$ cat src/rtl/leb128_pkg.sv
// rtl/leb128_pkg.sv - shared LEB128 constants, FSM state and decoded-word record
package leb128_pkg;

    localparam int LEB128_CONT_BIT = 7;
    localparam int LEB128_CHUNK_W  = 7;
    localparam int U32_MAX_LEN     = 5;

    typedef enum logic {
        ACC,
        DRAIN
    } state_e;

    typedef struct packed {
        logic [31:0] data;
        logic [2:0]  len;
        logic        err;
    } u32_dec_t;

endpackage

$ cat src/rtl/unpack_u32_stream_if.sv
// rtl/unpack_u32_stream_if.sv - byte-in / word-out handshake bundle of the u32 LEB128 decoder
interface unpack_u32_stream_if;

    logic [7:0]  i_data;
    logic        i_valid;
    logic        i_ready;
    logic [31:0] o_data;
    logic [2:0]  o_len;
    logic        o_err;
    logic        o_valid;
    logic        o_ready;

    modport slave (
        input  i_data, i_valid, o_ready,
        output i_ready, o_data, o_len, o_err, o_valid
    );

    modport master (
        output i_data, i_valid, o_ready,
        input  i_ready, o_data, o_len, o_err, o_valid
    );

endinterface

$ cat src/rtl/leb128_chunk_place.sv
// rtl/leb128_chunk_place.sv - places one 7-bit LEB128 chunk into a 32-bit accumulator by byte index
module leb128_chunk_place
    import leb128_pkg::*;
(
    input  logic [2:0]                i_idx,
    input  logic [LEB128_CHUNK_W-1:0] i_chunk,
    input  logic [31:0]               i_acc,
    output logic [31:0]               o_acc,
    output logic                      o_ovf
);

    always_comb begin
        o_acc = i_acc;
        o_ovf = 1'b0;
        case (i_idx)
            3'd0: o_acc[6:0]   = i_chunk;
            3'd1: o_acc[13:7]  = i_chunk;
            3'd2: o_acc[20:14] = i_chunk;
            3'd3: o_acc[27:21] = i_chunk;
            // Only four payload bits fit in a u32; anything above them is overflow.
            3'd4: begin
                o_acc[31:28] = i_chunk[3:0];
                o_ovf        = |i_chunk[6:4];
            end
            default: ;
        endcase
    end

endmodule

$ cat src/rtl/unpack_u32_stream.sv
// rtl/unpack_u32_stream.sv - streaming unsigned LEB128 to u32 decoder with length and error reporting
module unpack_u32_stream
    import leb128_pkg::*;
#(
    parameter bit STRICT  = 1'b1,
    parameter int MAX_LEN = 5
) (
    input  logic                clk,
    input  logic                rst,
    unpack_u32_stream_if.slave  bus
);

    if (MAX_LEN != U32_MAX_LEN) begin : g_bad_max_len
        $error("unpack_u32_stream: MAX_LEN must be 5");
    end

    state_e      r_state, w_state_nxt;
    logic [31:0] r_acc, w_acc_nxt;
    logic [2:0]  r_cnt, w_cnt_nxt;
    logic        r_err, w_err_nxt;
    u32_dec_t    r_out, w_out_nxt;
    logic        r_valid, w_valid_nxt;

    logic        w_in_beat;
    logic        w_out_beat;
    logic        w_term;
    logic [2:0]  w_cnt_inc;
    logic [31:0] w_placed;
    logic        w_ovf;
    logic        w_err_acc;

    leb128_chunk_place u_place (
        .i_idx   (r_cnt),
        .i_chunk (bus.i_data[LEB128_CHUNK_W-1:0]),
        .i_acc   (r_acc),
        .o_acc   (w_placed),
        .o_ovf   (w_ovf)
    );

    assign bus.i_ready = ~r_valid | bus.o_ready;
    assign w_in_beat   = bus.i_valid & bus.i_ready;
    assign w_out_beat  = r_valid & bus.o_ready;
    assign w_term      = ~bus.i_data[LEB128_CONT_BIT];
    assign w_cnt_inc   = (r_cnt == 3'd7) ? 3'd7 : r_cnt + 3'd1;
    assign w_err_acc   = r_err | (STRICT & w_ovf);

    always_comb begin
        w_state_nxt = r_state;
        w_acc_nxt   = r_acc;
        w_cnt_nxt   = r_cnt;
        w_err_nxt   = r_err;
        w_out_nxt   = r_out;
        w_valid_nxt = r_valid & ~w_out_beat;

        if (w_in_beat) begin
            case (r_state)
                ACC: begin
                    if (w_term) begin
                        w_out_nxt   = '{data: w_placed, len: w_cnt_inc, err: w_err_acc};
                        w_valid_nxt = 1'b1;
                        w_acc_nxt   = '0;
                        w_cnt_nxt   = '0;
                        w_err_nxt   = 1'b0;
                    end else if (r_cnt == 3'(U32_MAX_LEN - 1)) begin
                        // A fifth byte that still continues can never fit; swallow the rest.
                        w_state_nxt = DRAIN;
                        w_acc_nxt   = w_placed;
                        w_cnt_nxt   = w_cnt_inc;
                        w_err_nxt   = 1'b1;
                    end else begin
                        w_acc_nxt   = w_placed;
                        w_cnt_nxt   = w_cnt_inc;
                        w_err_nxt   = w_err_acc;
                    end
                end
                DRAIN: begin
                    w_cnt_nxt = w_cnt_inc;
                    if (w_term) begin
                        w_out_nxt   = '{data: r_acc, len: w_cnt_inc, err: 1'b1};
                        w_valid_nxt = 1'b1;
                        w_acc_nxt   = '0;
                        w_cnt_nxt   = '0;
                        w_err_nxt   = 1'b0;
                        w_state_nxt = ACC;
                    end
                end
                default: w_state_nxt = ACC;
            endcase
        end
    end

    always_ff @(posedge clk) begin
        if (rst) begin
            r_state <= ACC;
            r_acc   <= '0;
            r_cnt   <= '0;
            r_err   <= 1'b0;
            r_out   <= '0;
            r_valid <= 1'b0;
        end else begin
            r_state <= w_state_nxt;
            r_acc   <= w_acc_nxt;
            r_cnt   <= w_cnt_nxt;
            r_err   <= w_err_nxt;
            r_out   <= w_out_nxt;
            r_valid <= w_valid_nxt;
        end
    end

    assign bus.o_data  = r_out.data;
    assign bus.o_len   = r_out.len;
    assign bus.o_err   = r_out.err;
    assign bus.o_valid = r_valid;

endmodule

$ cat src/flat_wrapper.sv
// flat-port wrapper written by rule: the top's interface ports become plain ports
module unpack_u32_stream_flat import leb128_pkg::*;
#(
    parameter bit STRICT  = 1'b1,
    parameter int MAX_LEN = 5
)
  (clk, rst, bus_i_data, bus_i_valid, bus_o_ready, bus_i_ready, bus_o_data, bus_o_len, bus_o_err, bus_o_valid);
  unpack_u32_stream_if bus_i ();
  input  logic clk;
  input  logic rst;
  input wire logic [$bits(bus_i.i_data)-1:0] bus_i_data;
  input wire logic [$bits(bus_i.i_valid)-1:0] bus_i_valid;
  input wire logic [$bits(bus_i.o_ready)-1:0] bus_o_ready;
  output wire logic [$bits(bus_i.i_ready)-1:0] bus_i_ready;
  output wire logic [$bits(bus_i.o_data)-1:0] bus_o_data;
  output wire logic [$bits(bus_i.o_len)-1:0] bus_o_len;
  output wire logic [$bits(bus_i.o_err)-1:0] bus_o_err;
  output wire logic [$bits(bus_i.o_valid)-1:0] bus_o_valid;
  assign bus_i.i_data = bus_i_data;
  assign bus_i.i_valid = bus_i_valid;
  assign bus_i.o_ready = bus_o_ready;
  assign bus_i_ready = bus_i.i_ready;
  assign bus_o_data = bus_i.o_data;
  assign bus_o_len = bus_i.o_len;
  assign bus_o_err = bus_i.o_err;
  assign bus_o_valid = bus_i.o_valid;
  unpack_u32_stream #(.STRICT(STRICT), .MAX_LEN(MAX_LEN)) u_core (.clk(clk), .rst(rst), .bus(bus_i));
endmodule
$ cat config.mk
export PLATFORM = sky130hd
export DESIGN_NAME = unpack_u32_stream_flat
export DESIGN_NICKNAME = d
export VERILOG_FILES = /design/src/rtl/leb128_pkg.sv /design/src/rtl/unpack_u32_stream_if.sv /design/src/rtl/leb128_chunk_place.sv /design/src/rtl/unpack_u32_stream.sv /design/src/flat_wrapper.sv
export SDC_FILE = /design/constraint.sdc
export NUM_CORES = 1
export LEC_CHECK = 0
export BUFFER_PORTS_ARGS = -buffer_cell sky130_fd_sc_hd__buf_4
export CAP_MARGIN = 10
export CORE_UTILIZATION = 30
export CTS_CLUSTER_SIZE = 10
export DETAILED_ROUTE_END_ITERATION = 16
export PLACE_DENSITY = 0.49
export REMOVE_ABC_BUFFERS = 1
export SKIP_CTS_REPAIR_TIMING = 1
export SLEW_MARGIN = 20
export SYNTH_ARGS = -nofsm -noshare
export SYNTH_HDL_FRONTEND = slang
export SYNTH_SLANG_ARGS = --single-unit
$ cat constraint.sdc
create_clock -name clk -period 4.6 [get_ports clk]
set_input_delay 0.69 -clock clk [delete_from_list [all_inputs] [get_ports clk]]
set_output_delay 0.69 -clock clk [all_outputs]
set_load 0.03 [all_outputs]
# --- Word level (Yosys, flattened, before mapping) ---
# Index checks and enable logic that the tools add are counted.
# W data, S select, Z words.
totals:
  ff_bits: 74
  input_bits: 12
  output_inout_bits: 38
  word_cells: 52
classes:
  addsub: 1
  n_eq_ne: 7
  n_mux: 24
  n_bitwise: 8
  reduce_logical: 4
ops:
  columns: ["op", "count"]
  rows:
  - ["$mux W36", 2]
  - ["$pmux W36 S2", 1]
  - ["$mux W32", 2]
  - ["$pmux W32 S2", 1]
  - ["$mux W7", 4]
  - ["$mux W1", 9]
  - ["$eq A3 B2 Y1 const B", 2]
  - ["$eq A3 B3 Y1 const B", 2]
  - ["$mux W3", 2]
  - ["$mux W4", 1]
  - ["$ne A2 B2 Y1 const B", 2]
  - ["$pmux W1 S2", 2]
  - ["$add A3 B1 Y3 const B", 1]
  - ["$and A1 B1 Y1", 3]
  - ["$eq A3 B1 Y1 const B", 1]
  - ["$logic_not A3 Y1", 1]
  - ["$not A1 Y1", 3]
  - ["$reduce_and A3 Y1", 1]
  - ["$reduce_or A3 Y1", 1]
  - ["$or A1 B1 Y1", 2]
  - ["$reduce_and A2 Y1", 1]

# --- Longest topological paths before layout ---
depth:
  ltp_word: 6
  ltp_mapped: 7
  depth_no_buf: 5

# --- Hierarchy ---
# Synthesis repeated with hierarchy kept, for this count alone.
hier_totals:
  hier_cells: 341
  area_unflattened_um2: 3559.7
modules_own_cells:
  columns: ["mod", "instances", "cells_per_inst", "area_each_um2", "seq_area_each_um2"]
  rows:
  - ["unpack_u32_stream", 1, 303, 3116.7, 1481.4]
  - ["leb128_chunk_place", 1, 38, 442.9, 0.0]

# --- Worst setup path after synthesis ---
# OpenSTA, ideal clock, no wires.
synth_timing:
  path_kind: "in2out"
  from: "input port bus_o_ready"
  to: "output port bus_i_ready"
  arrival_ps: 1495
  required_ps: 3910
  slack_ps: 2415
  stages: 5
  n_path_buf: 3
  cell_sequence: "nor2b_1 -> clkbuf_1 -> inv_1 -> buf_2 -> buf_2"
synth_between:
  elab_chain_len: 1
synth_lines:
  columns: ["item", "line_no", "text"]
  rows:
  - ["start: declaration", "flat_wrapper.sv:13", "input wire logic [$bits(bus_i.o_ready)-1:0] bus_o_ready;"]
  - ["$or A1 B1 Y1", "unpack_u32_stream.sv:40", "assign bus.i_ready = ~r_valid | bus.o_ready;"]
  - ["end: declaration", "flat_wrapper.sv:14", "output wire logic [$bits(bus_i.i_ready)-1:0] bus_i_ready;"]
# No other way between the ends.

# --- Final worst setup path ---
# Ends and elaborated chain as after synthesis.

==> results.json <==
{
  "clkSlewWorstSetupHoldPaths_ns": 0.05,
  "post_route_cells_drive_above_1_share_pct": 17.8,
  "avgRoutedWirePerCell_um": 17.4,
  "die_h_um": 108,
  "clock-root-buffer": "sky130_fd_sc_hd__clkbuf_16",
  "pin_count": 50,
  "fin_util_pct": 37.3,
  "detail_route.drc_violations": 0,
  "max-vdd-ir-drop_mv": 0.133,
  "syn-cell-area_sq_um": 3380,
  "drt_iter0_markers": 156,
  "clock_insertion_delay_worst_skew_ns": 0.33,
  "worst_slew_margin_rel_pct": 35.5,
  "routabilityCongestion": 0.726,
  "grt_start_max_net_pins": 56,
  "start_util_pct": 30.9,
  "fp.dieArea_sq_um": 11700,
  "setup_viol": 0,
  "netlist.area_leader.share_pct": 43.8,
  "post_drt_antenna_nets": 0,
  "setup_ws_ns": 2.08,
  "setup_tns_ns": 0,
  "timing.critical_path.buf_inv": 5,
  "synth_top_family_by_area": "compound AO/OA/AOI/OAI gates",
  "worst_max_slew_pin_slew_ns": 0.965,
  "cellLeakagePower_nw": 1.53,
  "netlist_top_cells_area": "sky130_fd_sc_hd__dfxtp_1, sky130_fd_sc_hd__a311oi_1, sky130_fd_sc_hd__nand2_1",
  "hpwl_mm": 5.82,
  "synth_fa_ha_area_share_pct": 1.48,
  "timing.hold.worst.start": "u_core.r_acc[23]",
  "critical_path_peak_fanout": 51,
  "tritoncts.num_buffers": 9,
  "die-width_um": 108,
  "period_minus_ws_final_ns": 2.52,
  "area_growth_syn_to_layout_pct": 20.6,
  "timing_worst_setup_path_type": "in2out",
  "drv_cap": 0,
  "avgViaCountPerCell": 5.42,
  "totalWireLength_mm": 9.80,
  "cellPowerDensity_nw_per_um2": 391,
  "grt_overflow": 0,
  "yosysTopAreaCell": "sky130_fd_sc_hd__dfxtp_1",
  "clock_path_buffers": 2,
  "timing.rr.start": "u_core.r_cnt[0]",
  "setup_repair_after_global_routing_missed_its_margin": "no",
  "cts_tree": "yes",
  "final.period_utilization_pct": 54.8,
  "detail_route.first_pass.iterations": 4,
  "class_of_the_tightest_hold_or_removal_check": "reg2reg",
  "synth.most_common_cell": "sky130_fd_sc_hd__dfxtp_1",
  "final_count_of_hold_timing_violations": 0,
  "core_area_sq_um": 10900,
  "yosys-top-cells-count": "sky130_fd_sc_hd__dfxtp_1, sky130_fd_sc_hd__nand2_1, sky130_fd_sc_hd__a21oi_1",
  "timing.clock.skew_ns": 0.00513,
  "syn-instance-count": 399,
  "slowest_cell_on_the_critical_path": "sky130_fd_sc_hd__buf_4",
  "grt_pass1_wl_mm": 15.6,
  "htree_levels": 3,
  "ys.flop_type": "sky130_fd_sc_hd__dfxtp_1",
  "crit_path_frequent_cell": "sky130_fd_sc_hd__buf_4",
  "synth_seq_area_share_pct": 43.8,
  "clock.fmax_ghz": 0.397,
  "start_kind": "input port",
  "synth.yosys.warnings": 0,
  "syn_area_per_cell_sq_um": 8.48,
  "arrival_ns": 1.83,
  "routed-via-count": 3045,
  "run_status": "finished clean",
  "synthDistinctLibCells": 34,
  "number_of_buffer_cells_added_on_primary_ports": 49,
  "first_global_vias": 2943,
  "synth-compound-area-share_pct": 26.0,
  "synth_xor_xnor_area_share_pct": 0,
  "numClockSinks": 74,
  "post-layout-total-power_w": 0.00160,
  "drv_slew": 0,
  "groute.usage.overall_pct": 17.6,
  "worst_hold_slack_ns": 0.491,
  "yosys_register_bits": 74,
  "antenna_found_initial": 0,
  "detailedPlace.worstSlack_ns": 2.09,
  "cp_top_family": "buffers and inverters",
  "finish.net_count": 433,
  "post_synth_edffs": 0,
  "path_cells": "buf_4 -> nor2b_1 -> buf_4 -> inv_1 -> buf_4 -> buf_4",
  "crit_path_start": "bus_o_ready",
  "synth-simple-area-share_pct": 22.3,
  "timing.critical_path.slowest_cell_delay_ns": 0.47,
  "critical_path_required_ns": 3.91,
  "post_synth_mux_area_share_pct": 0,
  "rows": 38,
  "postSynth.asyncResetShare_pct": 0,
  "endpoint_kind": "output port",
  "antennaDiodeCount": 0
}
sequential cells by signal (all words and copies together) (netlist names):
name                count
u_core.r_err            1
u_core.r_state          1
u_core.r_acc           32
u_core.r_cnt            3
u_core.bus.o_err        1
u_core.bus.o_valid      1
u_core.bus.o_len        3
u_core.bus.o_data      32
cell usage in the layout (no fill, tap or decap), types with 2 or more instances in the layout:
cell	synthesis	final
sky130_fd_sc_hd__or4_1	5	5
sky130_fd_sc_hd__a311oi_1	33	33
sky130_fd_sc_hd__nand2_1	69	69
sky130_fd_sc_hd__a31oi_1	11	11
sky130_fd_sc_hd__o2bb2ai_1	2	2
sky130_fd_sc_hd__dfxtp_1	74	74
sky130_fd_sc_hd__and3_1	22	22
sky130_fd_sc_hd__a21oi_1	40	40
sky130_fd_sc_hd__clkbuf_16	0	9
sky130_fd_sc_hd__a221o_1	21	21
sky130_fd_sc_hd__nor3_1	3	3
sky130_fd_sc_hd__nand4_1	6	6
sky130_fd_sc_hd__nand3_1	14	14
sky130_fd_sc_hd__buf_4	0	55
sky130_fd_sc_hd__o21ai_0	11	11
sky130_fd_sc_hd__and2_1	2	2
sky130_fd_sc_hd__nor2_1	3	2
sky130_fd_sc_hd__nor2b_1	5	4
sky130_fd_sc_hd__a211oi_1	3	3
sky130_fd_sc_hd__clkbuf_8	0	2
sky130_fd_sc_hd__clkinv_2	0	3
sky130_fd_sc_hd__inv_1	4	4
sky130_fd_sc_hd__and3b_1	2	2
sky130_fd_sc_hd__ha_1	4	4
sky130_fd_sc_hd__and4_1	3	3
sky130_fd_sc_hd__or3b_1	3	3
sky130_fd_sc_hd__nor3b_1	4	4
kinds of logic after synthesis:
family / after synthesis
buf+inv: 52
flops: 74
fa+ha+maj: 4
compound gates: 123
simple gates: 146
per-stage QoR:
step / instance area (sq um) / cells
after global placement: 3780 / 546
after detailed placement: 3780 / 546
final: 4080 / 562
after global routing: 4080 / 562
after floorplan: 3180 / 351
after CTS: 4080 / 562
routing by layer:
metal | global-route usage [%] | part of all wire (%) | vias up
met5 | 0 | 0 | -
met4 | 7.63 | 0.89 | 0
met3 | 2.41 | 4.7 | 5
met2 | 27.7 | 45 | 69
met1 | 24.1 | 49 | 1442
li1 | - | - | 1529
path summary, 6_finish.rpt:
check	endpoint	slack, ns	depth (start not counted)
worst min-delay path	u_core.bus.o_data[23]	0.49	2
worst max-delay path	bus_i_ready	2.08	6
worst min register to register	u_core.bus.o_data[23]	0.49	2
worst max register to register	u_core.r_acc[24]	2.47	4
worst reg2reg max path, cell delays in order, from the launching register on:
cell                      delay [ns]
sky130_fd_sc_hd__dfxtp_1        0.39
sky130_fd_sc_hd__ha_1           0.31
sky130_fd_sc_hd__or3b_1         0.63
sky130_fd_sc_hd__or4_1          0.56
sky130_fd_sc_hd__a31oi_1        0.16
final cells by class:
type / instances / area (sq um)
timing repair buffer: 55 / 413
fill: 1148 / 6850
clock inverter: 5 / 52.6
inverter: 4 / 15.0
tap: 140 / 175
multi-input combinational: 273 / 1690
sequential: 74 / 1480
clock buffer: 11 / 253
where the power goes:
part | leakage [nW] | internal [W] | switching, W
Combinational | 0.779 | 0.0000653 | 0.000134
Sequential | 0.603 | 0.000667 | 0.0000151
Clock | 0.151 | 0.000447 | 0.000268
Note: power is estimated with default switching activity, not from simulation.
